## config.mk

```make
export PLATFORM = sky130hd
export DESIGN_NAME = load_store_unit_flat
export DESIGN_NICKNAME = d
export VERILOG_FILES = /design/src/rtl/load_store_unit_if.sv /design/src/rtl/load_store_unit.sv /design/src/flat_wrapper.sv
export SDC_FILE = /design/constraint.sdc
export NUM_CORES = 1
export LEC_CHECK = 0
export BUFFER_PORTS_ARGS = -buffer_cell sky130_fd_sc_hd__buf_2
export CORE_MARGIN = 2
export CORE_UTILIZATION = 54
export CTS_CLUSTER_DIAMETER = 50
export CTS_CLUSTER_SIZE = 25
export DETAILED_ROUTE_END_ITERATION = 16
export PLACE_DENSITY = 0.81
export SYNTH_ARGS = -nofsm -noshare
export SYNTH_HDL_FRONTEND = slang
export SYNTH_SLANG_ARGS = --single-unit
```

## constraint.sdc

```tcl
create_clock -name clk -period 3.04 [get_ports clk]
set_clock_uncertainty 0.05 [all_clocks]
set_input_delay 0.304 -clock clk [delete_from_list [all_inputs] [get_ports clk]]
set_output_delay 0.304 -clock clk [all_outputs]
set_load 0.05 [all_outputs]
```

## src/rtl/load_store_unit_if.sv

```systemverilog
// Request/response handshake and memory pin bundle for the load/store unit.
// The slave modport is the unit's view; master is the CPU/memory side.
interface load_store_unit_if;
   logic        req_valid;
   logic        req_ready;
   logic        req_wr;
   logic [1:0]  req_size;
   logic        req_unsigned;
   logic [9:0]  req_addr;
   logic [31:0] req_wdata;
   logic        resp_valid;
   logic        resp_ready;
   logic [31:0] resp_rdata;
   logic        resp_err;
   logic [7:0]  mem_addr;
   logic [31:0] mem_data_in;
   logic        mem_wen;
   logic        mem_en;
   logic [31:0] mem_data_out;

   modport slave (
      input  req_valid, req_wr, req_size, req_unsigned, req_addr, req_wdata,
      output req_ready,
      output resp_valid, resp_rdata, resp_err,
      input  resp_ready,
      output mem_addr, mem_data_in, mem_wen, mem_en,
      input  mem_data_out
   );

   modport master (
      output req_valid, req_wr, req_size, req_unsigned, req_addr, req_wdata,
      input  req_ready,
      input  resp_valid, resp_rdata, resp_err,
      output resp_ready,
      input  mem_addr, mem_data_in, mem_wen, mem_en,
      output mem_data_out
   );
endinterface

```

## src/rtl/load_store_unit.sv

```systemverilog
// Byte-addressed load/store initiator for a 256x32 falling-edge data memory.
// Sub-word stores are read-modify-write; loads are sign/zero extended.
//
// state  | meaning
// IDLE   | ready for a request
// RD     | memory read for a load
// RMW_RD | read old word for a byte/half store
// RMW_WR | write merged word
// WR     | write full word
// RESP   | response held until resp_ready
module load_store_unit (
   input  logic clk,
   input  logic rst_n,
   load_store_unit_if.slave lsu
);
   typedef enum logic [2:0] {IDLE, RD, RMW_RD, RMW_WR, WR, RESP} state_t;

   state_t      state, state_nxt;
   logic [1:0]  size_q;
   logic        uns_q;
   logic [9:0]  addr_q;
   logic [31:0] wdata_q;
   logic [31:0] old_q;
   logic [31:0] rdata_q;
   logic        err_q;
   logic        bad_req;
   logic [7:0]  byte_lane;
   logic [15:0] half_lane;
   logic [31:0] load_ext;
   logic [31:0] merged;

   assign bad_req = (lsu.req_size == 2'b11) ||
                    (lsu.req_size == 2'b01 && lsu.req_addr[0]) ||
                    (lsu.req_size == 2'b10 && lsu.req_addr[1:0] != 2'b00);

   always_comb begin
      state_nxt = state;
      case (state)
         IDLE: begin
            if (lsu.req_valid) begin
               if (bad_req)                  state_nxt = RESP;
               else if (!lsu.req_wr)         state_nxt = RD;
               else if (lsu.req_size == 2'b10) state_nxt = WR;
               else                          state_nxt = RMW_RD;
            end
         end
         RD:      state_nxt = RESP;
         RMW_RD:  state_nxt = RMW_WR;
         RMW_WR:  state_nxt = RESP;
         WR:      state_nxt = RESP;
         RESP:    if (lsu.resp_ready) state_nxt = IDLE;
         default: state_nxt = IDLE;
      endcase
   end

   always_comb begin
      byte_lane = lsu.mem_data_out[{addr_q[1:0], 3'b000} +: 8];
      half_lane = lsu.mem_data_out[{addr_q[1], 4'b0000} +: 16];
      load_ext  = lsu.mem_data_out;
      if (size_q == 2'b00)
         load_ext = uns_q ? {24'h0, byte_lane} : {{24{byte_lane[7]}}, byte_lane};
      else if (size_q == 2'b01)
         load_ext = uns_q ? {16'h0, half_lane} : {{16{half_lane[15]}}, half_lane};
   end

   // Only the addressed lane of the previously read word is replaced.
   always_comb begin
      merged = old_q;
      if (size_q == 2'b00)
         merged[{addr_q[1:0], 3'b000} +: 8] = wdata_q[7:0];
      else
         merged[{addr_q[1], 4'b0000} +: 16] = wdata_q[15:0];
   end

   always_ff @(posedge clk or negedge rst_n) begin
      if (!rst_n) begin
         state   <= IDLE;
         size_q  <= 2'b00;
         uns_q   <= 1'b0;
         addr_q  <= 10'h0;
         wdata_q <= 32'h0;
         old_q   <= 32'h0;
         rdata_q <= 32'h0;
         err_q   <= 1'b0;
      end else begin
         state <= state_nxt;
         case (state)
            IDLE: begin
               if (lsu.req_valid) begin
                  size_q  <= lsu.req_size;
                  uns_q   <= lsu.req_unsigned;
                  addr_q  <= lsu.req_addr;
                  wdata_q <= lsu.req_wdata;
                  rdata_q <= 32'h0;
                  err_q   <= bad_req;
               end
            end
            RD:      rdata_q <= load_ext;
            RMW_RD:  old_q   <= lsu.mem_data_out;
            default: ;
         endcase
      end
   end

   // Memory pins depend on registered state only, so reset drops them at once.
   always_comb begin
      lsu.mem_en      = 1'b0;
      lsu.mem_wen     = 1'b0;
      lsu.mem_addr    = 8'h0;
      lsu.mem_data_in = 32'h0;
      case (state)
         RD, RMW_RD: begin
            lsu.mem_en   = 1'b1;
            lsu.mem_addr = addr_q[9:2];
         end
         RMW_WR: begin
            lsu.mem_en      = 1'b1;
            lsu.mem_wen     = 1'b1;
            lsu.mem_addr    = addr_q[9:2];
            lsu.mem_data_in = merged;
         end
         WR: begin
            lsu.mem_en      = 1'b1;
            lsu.mem_wen     = 1'b1;
            lsu.mem_addr    = addr_q[9:2];
            lsu.mem_data_in = wdata_q;
         end
         default: ;
      endcase
   end

   assign lsu.req_ready  = (state == IDLE);
   assign lsu.resp_valid = (state == RESP);
   assign lsu.resp_rdata = rdata_q;
   assign lsu.resp_err   = err_q;
endmodule

```

## src/flat_wrapper.sv

```systemverilog
// flat-port wrapper written by rule: the top's interface ports become plain ports
module load_store_unit_flat 
  (clk, rst_n, lsu_req_valid, lsu_req_wr, lsu_req_size, lsu_req_unsigned, lsu_req_addr, lsu_req_wdata, lsu_req_ready, lsu_resp_valid, lsu_resp_rdata, lsu_resp_err, lsu_resp_ready, lsu_mem_addr, lsu_mem_data_in, lsu_mem_wen, lsu_mem_en, lsu_mem_data_out);
  load_store_unit_if lsu_i ();
  input  logic clk;
  input  logic rst_n;
  input wire logic [$bits(lsu_i.req_valid)-1:0] lsu_req_valid;
  input wire logic [$bits(lsu_i.req_wr)-1:0] lsu_req_wr;
  input wire logic [$bits(lsu_i.req_size)-1:0] lsu_req_size;
  input wire logic [$bits(lsu_i.req_unsigned)-1:0] lsu_req_unsigned;
  input wire logic [$bits(lsu_i.req_addr)-1:0] lsu_req_addr;
  input wire logic [$bits(lsu_i.req_wdata)-1:0] lsu_req_wdata;
  output wire logic [$bits(lsu_i.req_ready)-1:0] lsu_req_ready;
  output wire logic [$bits(lsu_i.resp_valid)-1:0] lsu_resp_valid;
  output wire logic [$bits(lsu_i.resp_rdata)-1:0] lsu_resp_rdata;
  output wire logic [$bits(lsu_i.resp_err)-1:0] lsu_resp_err;
  input wire logic [$bits(lsu_i.resp_ready)-1:0] lsu_resp_ready;
  output wire logic [$bits(lsu_i.mem_addr)-1:0] lsu_mem_addr;
  output wire logic [$bits(lsu_i.mem_data_in)-1:0] lsu_mem_data_in;
  output wire logic [$bits(lsu_i.mem_wen)-1:0] lsu_mem_wen;
  output wire logic [$bits(lsu_i.mem_en)-1:0] lsu_mem_en;
  input wire logic [$bits(lsu_i.mem_data_out)-1:0] lsu_mem_data_out;
  assign lsu_i.req_valid = lsu_req_valid;
  assign lsu_i.req_wr = lsu_req_wr;
  assign lsu_i.req_size = lsu_req_size;
  assign lsu_i.req_unsigned = lsu_req_unsigned;
  assign lsu_i.req_addr = lsu_req_addr;
  assign lsu_i.req_wdata = lsu_req_wdata;
  assign lsu_req_ready = lsu_i.req_ready;
  assign lsu_resp_valid = lsu_i.resp_valid;
  assign lsu_resp_rdata = lsu_i.resp_rdata;
  assign lsu_resp_err = lsu_i.resp_err;
  assign lsu_i.resp_ready = lsu_resp_ready;
  assign lsu_mem_addr = lsu_i.mem_addr;
  assign lsu_mem_data_in = lsu_i.mem_data_in;
  assign lsu_mem_wen = lsu_i.mem_wen;
  assign lsu_mem_en = lsu_i.mem_en;
  assign lsu_i.mem_data_out = lsu_mem_data_out;
  load_store_unit u_core (.clk(clk), .rst_n(rst_n), .lsu(lsu_i));
endmodule
```

After elaboration in Yosys (flattened, before gate mapping) --
Index checks and enable logic that the tools add are counted.
Operators by class: add/sub/neg operators 2, equal/unequal tests 11, shift-type cells 6, muxes and demuxes 19, reduce and logical (&&, ||, !) cells 14
Operators by type and width (number):
- $mux 32 | 6
- $pmux 32 s2 | 2
- $bwmux 32 | 2
- $shift 16x7->32 const A | 1
- $shift 8x7->32 const A | 1
- $shiftx 16x7->32 | 1
- $shiftx 32x6->16 | 1
- $shiftx 32x6->8 | 1
- $shiftx 8x7->32 | 1
- $mux 3 | 5
- $neg 5->7 | 2
- $pmux 3 s4 | 1
- $mux 8 | 1
- $eq 3x2->1 const B | 2
- $eq 3x3->1 const B | 2
- $reduce_and 2->1 | 3
- $eq 2x1->1 const B | 2
- $eq 2x2->1 const B | 2
- $reduce_bool 2->1 | 2
- $reduce_or 4->1 | 1
- $eq 3x1->1 const B | 1
- $logic_not 3->1 | 1
- $reduce_or 3->1 | 1
- $logic_and 1x1->1 | 2
- other kinds (6) | 8
Word-level totals: register bits 113, input bits 82, output and inout bits 77, logic and storage cells 60

Depth between registers and ports, before layout --
depth after elaboration 7, gate-level depth with buffers 7, depth with buffers taken out 6

Least setup slack after synthesis --
OpenSTA, ideal clock, no wires.
kind register -> output, start register u_core.addr_q[1], end output lsu_mem_data_in[16], arrival time 2.996 ns, required time 2.686 ns, path slack -0.310 ns, cell stages (with the launch flop) 7, buffers on the path 1, path through dfrtp_1 -> buf_2 -> clkinv_1 -> ha_1 -> nor4b_2 -> a221oi_1 -> o21ai_0
On the way: cells in the longest elaborated chain, start to end 5, elaborated cells on any way between the ends 10
Ends and longest elaborated chain:
- start: declaration | RTL line load_store_unit.sv:21 | logic [9:0] addr_q;
- start signal: assignment | RTL line load_store_unit.sv:92 | addr_q <= lsu.req_addr;
- $neg 5->7 (on tied branches) | RTL line load_store_unit.sv:72, load_store_unit.sv:70
- $shiftx 16x7->32, or another cell as far along | RTL line load_store_unit.sv:72 | merged[{addr_q[1], 4'b0000} +: 16] = wdata_q[15:0];
- $bwmux 32 (on tied branches) | RTL line load_store_unit.sv:72, load_store_unit.sv:70
- $mux 32 * | RTL line load_store_unit.sv:69 | if (size_q == 2'b00)
- $pmux 32 s2 * | RTL line load_store_unit.sv:111 | case (state)
- end: declaration | RTL line flat_wrapper.sv:19 | output wire logic [$bits(lsu_i.mem_data_in)-1:0] lsu_mem_data_in;
Every way passes the cells marked *; elsewhere a longest branch is shown, timed or not.

Worst setup path in the final report --
start register u_core.addr_q[0], end output lsu_mem_data_in[31]
On the way: cells in the longest elaborated chain, start to end 5, elaborated cells on any way between the ends 6
Ends and longest elaborated chain:
- $neg 5->7 * | RTL line load_store_unit.sv:70 | merged[{addr_q[1:0], 3'b000} +: 8] = wdata_q[7:0];
- $shiftx 8x7->32 / $shift 8x7->32 (equally long branches) | RTL line load_store_unit.sv:70
- $bwmux 32 * | RTL line load_store_unit.sv:70
- $mux 32 * | RTL line load_store_unit.sv:69
- $pmux 32 s2 * | RTL line load_store_unit.sv:111
Marks and branches as above.

==> results.toml <==
[run_status]
run_status = "complete, no violations"

[critical_path]
r2r.worst_path.cells = 4
end_kind = "output port"
worstPathMaxFanout = 20
worstPathArrival_ps = 2600
critPathTopFamily = "buffers and inverters"
cp-start-kind = "flip-flop"
worst_path_most_repeated_cell = "buf_4"
path_class = "flip-flop to output port"
worstSetupStartpoint = "u_core.addr_q[0]$_DFFE_PN0P_"
crit_chain = "buf_4 -> ha_1 -> clkinvlp_4 -> nor4_4 -> buf_4 -> a221oi_1 -> o21ai_1 -> buf_2"
number_of_gates_on_the_worst_path_with_buffers_counted = 8
crit_path_top_delay_cell = "dfrtp_1"
critPathMaxStageDelay_ps = 340
required_ps = 2690
r2r-start = "u_core.state[0]$_DFFE_PN0P_"
worstPathBufferInverterCount = 4

[floorplan]
initial_utilization = 0.549
top_level_i_o_count = 159
total_die_area_um2 = 12400
core.rowCount = 39
die_y_extent_um = 111
core_region_area_um2 = 11300
die-width_um = 111

[synthesis]
avgSynthCellArea_um2 = 9.37
synth_cells = 664
synth.area.top_cells = "dfrtp_1, nand2_1, mux2_2, o21ai_0, a221oi_1"
ys_seq_elements = 113
yosysWarnings = 0
sequential_share_of_the_synthesized_area = 0.455
syn_area_um2 = 6220
count_of_unique_library_cells_instantiated_by_yosys = 49
cell_type_with_the_largest_total_area_after_synthesis = "dfrtp_1"
yosys.area.top_type_share = 0.455
number_of_nets_in_the_synthesized_netlist = 751

[placed_design]
globalplace.congestion = 0.891
dp_hpwl_mm = 13.4
placed_cell_area_um2 = 7070
buffer_ports.inserted = 158

[clock_network]
ctsHtreeMaxLevel = 4
worst_skew_pair.late_latency_ps = 410
cts_root_buffer = "clkbuf_16"
cts-root-to-sink-buffers = 2
cts_tree = "done"
worst_setup_hold_path_clk_slew_ps = 50
total_clock_sinks = 113
tritoncts.num_buffers = 17

[timing]
finalSetupViolCount = 0
post_route_minimum_period_ps = 2960
final_max_slew_viol_count = 0
min_period_over_period = 0.973
timing_worst_slew_pin_value_ps = 725
max_freq_mhz = 338
max_slew_margin = 0.517
timing.final.hold_violations = 0
setup_repair_after_global_routing_missed_its_margin = "false"
fin_tns_setup_ps = 0

[power_and_ir_drop]
cellLeakagePower_nw = 3.90
ir_drop_v = 0.000766
power_density_nw_per_um2 = 1220

[route]
drt-initial-drc-count = 759
drcViolationCount = 0
routed-via-count = 5889
drt-total-wl_mm = 19.2
first_pass_iters = 6
ant_nets = 0
wl_per_cell_um = 19.9
number_of_vias_per_cell = 6.08

[hold_path]
hp-start = "lsu_req_wdata[6]"
hold_path_class = "primary input to flip-flop"
whs_path_depth = 3

[final_layout]
antenna_cells = 0
final_cell_mix = "nand2_1, buf_2, dfrtp_1"
finalNetCount = 899
layout-drive-gt1-share = 0.353
layout-area-overhead-vs-synth_pct = 24.3
final_cell_area_um2 = 7730
most_common_cell_after_layout_fill_and_taps_aside = "nand2_1"

[job]
maxCapViolations = 0

[global_routing]
global_route.usage.total = 0.310
grt_antenna_before_repair = 0
first_pass_grt_wire_length_mm = 30.3
maximum_number_of_pins_on_one_net_before_global_route_repair = 56
grt_pass1_vias = 5753
grt_overflow_total = 0
-- cell usage after synthesis, drive strengths merged --
| master | count |
|---|---|
| a211o | 1 |
| a21o | 1 |
| a21oi | 4 |
| a221oi | 24 |
| a22o | 16 |
| a311oi | 1 |
| a31o | 1 |
| a31oi | 7 |
| a32o | 8 |
| a41oi | 1 |
| and2 | 9 |
| and2b | 1 |
| and3b | 2 |
| buf | 29 |
| clkbuf | 17 |
| clkinv | 3 |
| dfrtp | 113 |
| ha | 5 |
| inv | 4 |
| mux2 | 56 |
| mux2i | 17 |
| nand2 | 204 |
| nand2b | 1 |
| nand3 | 21 |
| nand3b | 2 |
| nor2 | 5 |
| nor2b | 17 |
| nor3 | 6 |
| nor3b | 3 |
| nor4 | 1 |
| nor4b | 1 |
| o211ai | 1 |
| o21a | 2 |
| o21ai | 73 |
| o22ai | 1 |
| o32ai | 1 |
| or2 | 2 |
| or3 | 1 |
| or3b | 2 |
-- power by group --
part | switching (W) | internal (W) | leakage (nW)
combinational | 0.00313 | 0.00145 | 2.14
clock | 0.000713 | 0.00141 | 0.305
sequential | 0.000644 | 0.00210 | 1.45
-- metal layers --
layer	part of all wire	global-route usage	vias to the layer above
li1	-	-	2624
met1	0.41	0.422	2815
met2	0.44	0.482	372
met3	0.11	0.0700	78
met4	0.043	0.128	0
met5	0	0	-
-- final cells by class --
type                    instances  area (um^2)
repair buffers                175          926
clock buffers                  19          453
inverters                       7         33.8
clock inverters                13          184
well taps                     143          179
flip-flops and latches        113         2830
fillers                       879         3590
multi-input cells             498         3130
-- path summary, 6_finish.rpt --
kind	endpoint	slack, ps
min reg2reg	u_core.addr_q[2]$_DFFE_PN0P_	420
max reg2reg	u_core.lsu.resp_rdata[30]$_DFFE_PN0P_	970
min in group asynchronous	u_core.lsu.resp_rdata[17]$_DFFE_PN0P_	430
min	u_core.wdata_q[6]$_DFFE_PN0P_	30
max	lsu_mem_data_in[31]	80
max in group asynchronous	u_core.lsu.resp_rdata[20]$_DFFE_PN0P_	1560
-- worst reg2reg max path, stage by stage, from the launching register on --
cell	delay (ps)
dfrtp_1	600
or3b_1	600
a21oi_4	230
nand3b_4	250
o21ai_0	270
-- state kept, by name (all words and copies together) (netlist names) --
register / flops
u_core.lsu.resp_rdata: 32
u_core.size_q: 2
u_core.uns_q: 1
u_core.wdata_q: 32
u_core.state: 3
u_core.lsu.resp_err: 1
u_core.addr_q: 10
u_core.old_q: 32
-- logic make-up after synthesis --
logic type | count (synthesis) | synth area share
fa+ha+maj | 5 | 0.0101
simple gates | 278 | 0.203
flops | 113 | 0.455
buf+inv | 53 | 0.0447
mux | 73 | 0.129
compound gates | 142 | 0.159
-- metrics by stage --
step	util	setup slack (ps)	total power, W	std cells	hold WS, ps
floorplan	-	62.7	0.00609	664	-41.6
global placement	0.624	603	0.00706	934	341
detailed placement	0.624	505	0.00723	934	350
CTS	0.681	51.7	0.00939	967	24.3
global route	0.683	10.5	0.00989	968	34.8
finish	0.683	82.1	0.00946	968	33.2
-- what timing repair did --
item / in CTS / in global routing
setup buffers: 0 / 1
endpoints found under the hold margin: 53 / 0
endpoints found under the setup margin: 0 / 23
hold buffers: 1 / 0
gates resized for setup: 0 / 4
Note: power is estimated with default switching activity, not from simulation.
